===== config.mk =====
export PLATFORM = sky130hd
export DESIGN_NAME = hamming_decoder
export DESIGN_NICKNAME = d
export VERILOG_FILES = /design/src/rtl/hamming_decoder.sv
export SDC_FILE = /design/constraint.sdc
export NUM_CORES = 1
export LEC_CHECK = 0
export ABC_AREA = 1
export CAP_MARGIN = 20
export CORE_ASPECT_RATIO = 1.2
export CORE_UTILIZATION = 56
export DETAILED_ROUTE_END_ITERATION = 16
export GPL_TIMING_DRIVEN = 0
export PLACE_DENSITY_LB_ADDON = 0.2
export SLEW_MARGIN = 20
export SYNTH_ARGS = -nofsm -noshare
export SYNTH_HDL_FRONTEND = slang
export SYNTH_SLANG_ARGS = --single-unit

===== constraint.sdc =====
create_clock -name clk -period 3.65 [get_ports clk]
set_clock_uncertainty 0.2 [all_clocks]
set_input_delay 0.365 -clock clk [delete_from_list [all_inputs] [get_ports clk]]
set_output_delay 0.365 -clock clk [all_outputs]
set_load 0.05 [all_outputs]

===== src/rtl/hamming_decoder.sv =====
// Hamming(12,8) single-error-correcting decoder, two-stage valid/ready pipeline,
// with saturating counters of corrected and uncorrectable words delivered.
module hamming_decoder #(
    parameter int CNT_W = 16
) (
    input  logic             clk,
    input  logic             rst,
    input  logic             in_valid,
    output logic             in_ready,
    input  logic [11:0]      in_cw,
    output logic             out_valid,
    input  logic             out_ready,
    output logic [7:0]       out_data,
    output logic [3:0]       out_syn,
    output logic             out_corr,
    output logic             out_uncorr,
    input  logic             cnt_clr,
    output logic [CNT_W-1:0] corr_cnt,
    output logic [CNT_W-1:0] uncorr_cnt
);
    localparam int STAGES = 2;

    typedef struct packed {
        logic [7:0] data;
        logic [3:0] syn;
        logic       corr;
        logic       uncorr;
    } rsp_t;

    logic [STAGES:1] vld_pipe;
    logic [11:0]     s1_cw;
    logic [3:0]      s1_syn;
    logic [3:0]      in_syn;
    logic [11:0]     fixed_cw;
    rsp_t            dec;
    rsp_t            s2_rsp;
    logic            s1_load;
    logic            s2_load;
    logic            out_xfer;

    function automatic logic [7:0] extract(input logic [11:0] cw);
        return {cw[11], cw[10], cw[9], cw[8], cw[6], cw[5], cw[4], cw[2]};
    endfunction

    // Bit i of the codeword is code position i+1.
    always_comb begin
        in_syn = '0;
        for (int i = 0; i < 12; i++) begin
            for (int k = 0; k < 4; k++) begin
                if (((i + 1) >> k) % 2 == 1)
                    in_syn[k] = in_syn[k] ^ in_cw[i];
            end
        end
    end

    assign s2_load  = !vld_pipe[2] || out_ready;
    assign s1_load  = !vld_pipe[1] || s2_load;
    assign in_ready = !rst && s1_load;
    assign out_xfer = vld_pipe[2] && out_ready;

    always_ff @(posedge clk) begin
        if (rst) begin
            vld_pipe[1] <= 1'b0;
            s1_cw       <= '0;
            s1_syn      <= '0;
        end else if (s1_load) begin
            vld_pipe[1] <= in_valid;
            s1_cw       <= in_cw;
            s1_syn      <= in_syn;
        end
    end

    // Syndromes 13..15 point past the word, so the raw data is passed through.
    always_comb begin
        fixed_cw = s1_cw;
        for (int i = 0; i < 12; i++) begin
            if (s1_syn == 4'(i + 1))
                fixed_cw[i] = ~s1_cw[i];
        end
        dec.data   = extract(fixed_cw);
        dec.syn    = s1_syn;
        dec.corr   = (s1_syn != 4'd0) && (s1_syn <= 4'd12);
        dec.uncorr = (s1_syn > 4'd12);
    end

    always_ff @(posedge clk) begin
        if (rst) begin
            vld_pipe[2] <= 1'b0;
            s2_rsp      <= '0;
        end else if (s2_load) begin
            vld_pipe[2] <= vld_pipe[1];
            if (vld_pipe[1])
                s2_rsp <= dec;
        end
    end

    assign out_valid  = vld_pipe[2];
    assign out_data   = s2_rsp.data;
    assign out_syn    = s2_rsp.syn;
    assign out_corr   = s2_rsp.corr;
    assign out_uncorr = s2_rsp.uncorr;

    always_ff @(posedge clk) begin
        if (rst || cnt_clr) begin
            corr_cnt   <= '0;
            uncorr_cnt <= '0;
        end else if (out_xfer) begin
            if (s2_rsp.corr && corr_cnt != '1)
                corr_cnt <= corr_cnt + CNT_W'(1);
            if (s2_rsp.uncorr && uncorr_cnt != '1)
                uncorr_cnt <= uncorr_cnt + CNT_W'(1);
        end
    end
endmodule


; ---- Word level (Yosys, flattened, before mapping)
; Index checks and enable logic that the tools add are counted.
[classes]
n_addsub = 2
multipliers = 0
n_div = 0
order_cmp = 2
eq_ne = 10
shifts = 0
n_mux = 8
n_bitwise = 26
reduce_logical = 15
[op_table]
columns = op, n
row1 = "adder 16 x 1 -> 16 bit, second input constant", 2
row2 = "!= test 16 bit, second input constant", 2
row3 = XOR 1 bit, 18
row4 = "== test 4 bit, second input constant", 4
row5 = "== test 4 x 3 -> 1 bit, second input constant", 3
row6 = two-way mux 1 bit, 8
row7 = NOT 1 bit, 8
row8 = AND reduction 2 bit, 3
row9 = logical AND 1 bit, 5
row10 = "== test 4 x 2 -> 1 bit, second input constant", 1
row11 = "> comparator 4 bit, second input constant", 1
row12 = "less-or-equal comparator 4 bit, second input constant", 1
row13 = nonzero test 4 bit, 1
row14 = zero test 1 bit, 3
row15 = logical OR 1 bit, 3
[word_totals]
reg_bits = 64
latchBits = 0
mem_bits_rw = 0
romBits = 0
word_cells = 73
memories = 0

; ---- Longest topological paths before layout
[depth]
ltp_word = 5
depth_mapped = 9
depth_no_buf = 9

; ---- Least setup slack after synthesis
; OpenSTA, ideal clock, no wires.
[synth_timing]
path_kind = register to output
from = register vld_pipe (netlist bit out_valid)
to = output port in_ready
arrival_ns = 1.570
required_ns = 3.085
path_slack_ns = 1.515
stages_incl_launch_ff = 7
path_buffers = 1
path_cell_list = dfxtp_1 -> nand2_1 -> nor2_1 -> inv_1 -> clkbuf_1 -> nand2_1 -> inv_1
[synth_between]
elab_chain_cells = 4
[synth_rtl]
columns = element, line
row1 = start: declaration, 30  ; logic [STAGES:1] vld_pipe;
row2 = zero test 1 bit, 56  ; assign s2_load = !vld_pipe[2] || out_ready;
row3 = logical OR 1 bit, 56
row4 = logical OR 1 bit, 57  ; assign s1_load = !vld_pipe[1] || s2_load;
row5 = logical AND 1 bit, 58  ; assign in_ready = !rst && s1_load;
row6 = end: declaration, 9  ; output logic in_ready,
; Every way passes these cells.

; ---- Worst setup path in the final report
[layout_timing]
from = input port rst
to = output port in_ready
[layout_between]
elab_chain_cells = 2
[layout_rtl]
columns = element, line
row1 = start: declaration, 7  ; input logic rst,
row2 = zero test 1 bit, 58
row3 = logical AND 1 bit, 58
; Every way passes these cells.

==> impl_metrics.env <==
export IMPL_outcome="finished, final reports clean"
export IMPL_finalWeightedCongestion=0.882
export IMPL_number_of_violations_reported_at_the_end_of_detailed_routing_iteration_0=262
export IMPL_grt_pass1_wl_mm=14.5
export IMPL_cells_after_dpl=658
export IMPL_yosys_top_cells_area="sky130_fd_sc_hd__dfxtp_1 36%, sky130_fd_sc_hd__nand2_1 17%, sky130_fd_sc_hd__nor2_1 7.9%, sky130_fd_sc_hd__inv_1 6.7%, sky130_fd_sc_hd__o21ai_0 4.5%"
export IMPL_portBuffers=63
export IMPL_crit_path_cell_trace="clkdlybuf4s50_1 -> clkbuf_1 -> inv_1 -> clkbuf_1 -> nand2_1 -> inv_1 -> clkdlybuf4s50_1"
export IMPL_hold_slack_ps=277
export IMPL_leakage_nw=1.71
export IMPL_seq_area_frac_synth_pct=35.6
export IMPL_total_cts_buffers=9
export IMPL_syn_nets=534
export IMPL_fillerInstances=467
export IMPL_via_per_inst=5.25
export IMPL_ys_dominant_reg_cell="sky130_fd_sc_hd__dfxtp_1"
export IMPL_portion_of_the_clock_cycle_consumed_by_the_worst_path_in_the_final_layout_pct=83.9
export IMPL_io_count=65
export IMPL_grt_setup_unrepaired="no"
export IMPL_antenna_violating_nets_post_route=0
export IMPL_clock_path_buffers=2
export IMPL_die_h_microns=87.0
export IMPL_cts_tree="done"
export IMPL_via_count_of_the_first_global_routing_pass=3370
export IMPL_global_route_overflow_total=0
export IMPL_num_rows=30
export IMPL_routed_wire_length_per_instance_microns=12.7
export IMPL_max_slew_margin_rel_pct=66.0
export IMPL_hold_viol_final=0
export IMPL_worst_path_max_fanout=10
export IMPL_vias=3541
export IMPL_fp_coreArea_sq_mm=0.00574
export IMPL_setup_viol_count_final=0
export IMPL_timing_reg2reg_worst_path_depth=8
export IMPL_first_pass_iters=5
export IMPL_finalWorstPathRequiredPeriod_ps=3060
export IMPL_hpwlAfterDp_mm=6.23
export IMPL_synth_edf_count=0
export IMPL_final_layout_size_suffix_gt1_share_pct=8.75
export IMPL_maxCapViolCount=0
export IMPL_postSynthRegisterBits=60
export IMPL_fin_tns_setup_ps=0
export IMPL_post_synthesis_async_set_or_reset_flop_share_pct=0
export IMPL_yosysWarningCount=0
export IMPL_die_area_sq_mm=0.00634
export IMPL_cts_resized_gates=0
export IMPL_timing_fmax_ghz=0.326
export IMPL_grt_max_degree=11
export IMPL_library_cells_used_by_synthesis=33
export IMPL_insertion_delay_ps=340
export IMPL_number_of_antenna_violations_at_the_first_check_in_global_routing=0
export IMPL_synth_top_cell_by_area="sky130_fd_sc_hd__dfxtp_1"
export IMPL_clk_pin_slew_worst_paths_ps=70
export IMPL_biggest_cell_delay_along_the_critical_path_ps=790
export IMPL_layout_overhead_on_the_synthesized_area_pct=29.1
export IMPL_drcViolationCount=0
export IMPL_diodes=0
export IMPL_detail_route_wirelength_mm=8.54
export IMPL_start_point_of_the_critical_path="rst"
export IMPL_h_tree_lvls=3
export IMPL_power_per_cell_area_mw_per_mm2=382
export IMPL_crit_slowest_cell="sky130_fd_sc_hd__clkdlybuf4s50_1"
export IMPL_cp_arrival_ps=2500
export IMPL_grt_total_usage_pct=29.5
export IMPL_power_ir_vdd_worst_mv=0.230
export IMPL_reg2reg_slack_ps=1640
export IMPL_fin_cells=674
export IMPL_hold_path_class="input port to flop"
export IMPL_regToRegStartpoint="uncorr_cnt[0]"
export IMPL_maxSlewViolCount=0
export IMPL_finalPower_w=0.00166
export IMPL_place_ws_ps=573
export IMPL_setup_worst_path_end_class="primary output"
export IMPL_synth_top_area_share_pct=35.6
export IMPL_initial_core_util_pct=58.7
export IMPL_post_synth_inst_count=515
export IMPL_syn_avg_cell_area_sq_um=6.55
export IMPL_cts_sink_count=60
export IMPL_crit_path_start_kind="input port"
export IMPL_setup_slack_ps=586
export IMPL_netlist_area_sq_mm=0.00337
export IMPL_timing_worst_setup_path_type="input port to primary output"
export IMPL_post_cts_hold_buffer_count=0
export IMPL_number_of_setup_buffers_added_after_cts=0
export IMPL_worst_r2r_endpoint="uncorr_cnt[3]"
export IMPL_die_x_microns=72.8
export IMPL_critPathCapture="in_ready"
export IMPL_required_time_reported_for_the_critical_path_endpoint_ps=3080
export IMPL_finish_net_count=608
export IMPL_worstMarginPinSlew_ps=508
export IMPL_ctsRootBufferMaster="sky130_fd_sc_hd__clkbuf_8"
==> cell type report <==
class                      count  area, sq um  share of cell area, %
multi-input combinational    378         1850                   42.5
sequential                    60         1200                   27.6
timing repair buffer          63          631                   14.5
inverter                      62          233                   5.35
clock buffer                  12          155                   3.56
tap                           80          100                   2.30
clock inverter                 4         95.1                   2.18
buffer                        15         88.8                   2.04
==> cell families after synthesis <==
| logic type | synth area share (%) |
|---|---|
| AO/OA/AOI/OAI | 13.7 |
| XOR/XNOR | 6.49 |
| adder cells (fa/ha/maj) | 0.742 |
| buffers and inverters | 9.54 |
| flip-flops | 35.6 |
| AND/OR/NAND/NOR | 34.0 |
==> worst min-delay path by stage <==
stage,startpoint,endpoint,slack (ps),cells after the start
floorplan,vld_pipe[1],out_valid,250,2
global placement,vld_pipe[1],out_valid,250,2
detailed placement,vld_pipe[1],out_valid,280,2
CTS,in_cw[6],s1_cw[6],280,3
global route,in_cw[6],s1_cw[6],320,3
finish,in_cw[6],s1_cw[6],280,3
==> sequential cells by signal (all words and copies together), names as in the netlist <==
| register | flops |
|---|---|
| corr_cnt | 16 |
| out_corr | 1 |
| out_data | 8 |
| out_syn | 4 |
| out_uncorr | 1 |
| out_valid | 1 |
| s1_cw | 8 |
| s1_syn | 4 |
| uncorr_cnt | 16 |
| vld_pipe | 1 |
==> metal layers <==
| layer | share of wire (%) | vias to the layer above | global-route usage, % | routed length (microns) |
|---|---|---|---|---|
| li1 | - | 1773 | - | - |
| met1 | 39 | 1651 | 31.1 | 3340 |
| met2 | 55 | 98 | 57.0 | 4690 |
| met3 | 3.8 | 19 | 5.32 | 326 |
| met4 | 2.1 | 0 | 11.4 | 183 |
| met5 | 0 | - | 0 | 0 |
==> cell usage after synthesis (all sizes together) (2+ instances only) <==
cell type / instances
nand3b: 2
or2: 2
o221ai: 4
nand3: 24
o21ai: 31
nand4: 10
nand2: 157
nor2: 76
buf: 10
a21oi: 40
inv: 61
xnor2: 15
xor2: 10
clkbuf: 5
ha: 2
dfxtp: 60
==> stage by stage <==
step                      util (%)  instance area [sq um]
after floorplan                  -                   3370
after detailed placement      71.4                   4100
after global routing          75.8                   4350
after global placement        71.4                   4100
final                         75.8                   4350
after CTS                     75.8                   4350
==> report_power, final <==
group	switching [W]	internal [W]
Clock	0.000271	0.000490
Sequential	0.0000192	0.000678
Combinational	0.000127	0.0000762
==> layout by cell type, fill, tap and decap left out, types with 2 or more instances in the layout <==
cell and count:
sky130_fd_sc_hd__nand4_1 9, sky130_fd_sc_hd__o21ai_0 30, sky130_fd_sc_hd__nand2_2 4, sky130_fd_sc_hd__clkbuf_8 11, sky130_fd_sc_hd__a21oi_2 12, sky130_fd_sc_hd__nor2_4 2
sky130_fd_sc_hd__clkdlybuf4s50_1 63, sky130_fd_sc_hd__nand2_1 153, sky130_fd_sc_hd__o221ai_1 4, sky130_fd_sc_hd__or2_2 2, sky130_fd_sc_hd__ha_1 2, sky130_fd_sc_hd__nor2_2 3
sky130_fd_sc_hd__nor2_1 71, sky130_fd_sc_hd__buf_2 5, sky130_fd_sc_hd__nand3b_1 2, sky130_fd_sc_hd__xnor2_1 15, sky130_fd_sc_hd__nand3_2 2, sky130_fd_sc_hd__a21oi_1 28
sky130_fd_sc_hd__nand3_1 22, sky130_fd_sc_hd__inv_1 60, sky130_fd_sc_hd__dfxtp_1 60, sky130_fd_sc_hd__bufinv_16 3, sky130_fd_sc_hd__clkbuf_1 6, sky130_fd_sc_hd__xor2_1 10
sky130_fd_sc_hd__buf_6 3
==> critical path, delay by kind of cell <==
family        cells  cell delay (ps)
buf+inv           6             2030
simple gates      1              100
Note: power is estimated with default switching activity, not from simulation.
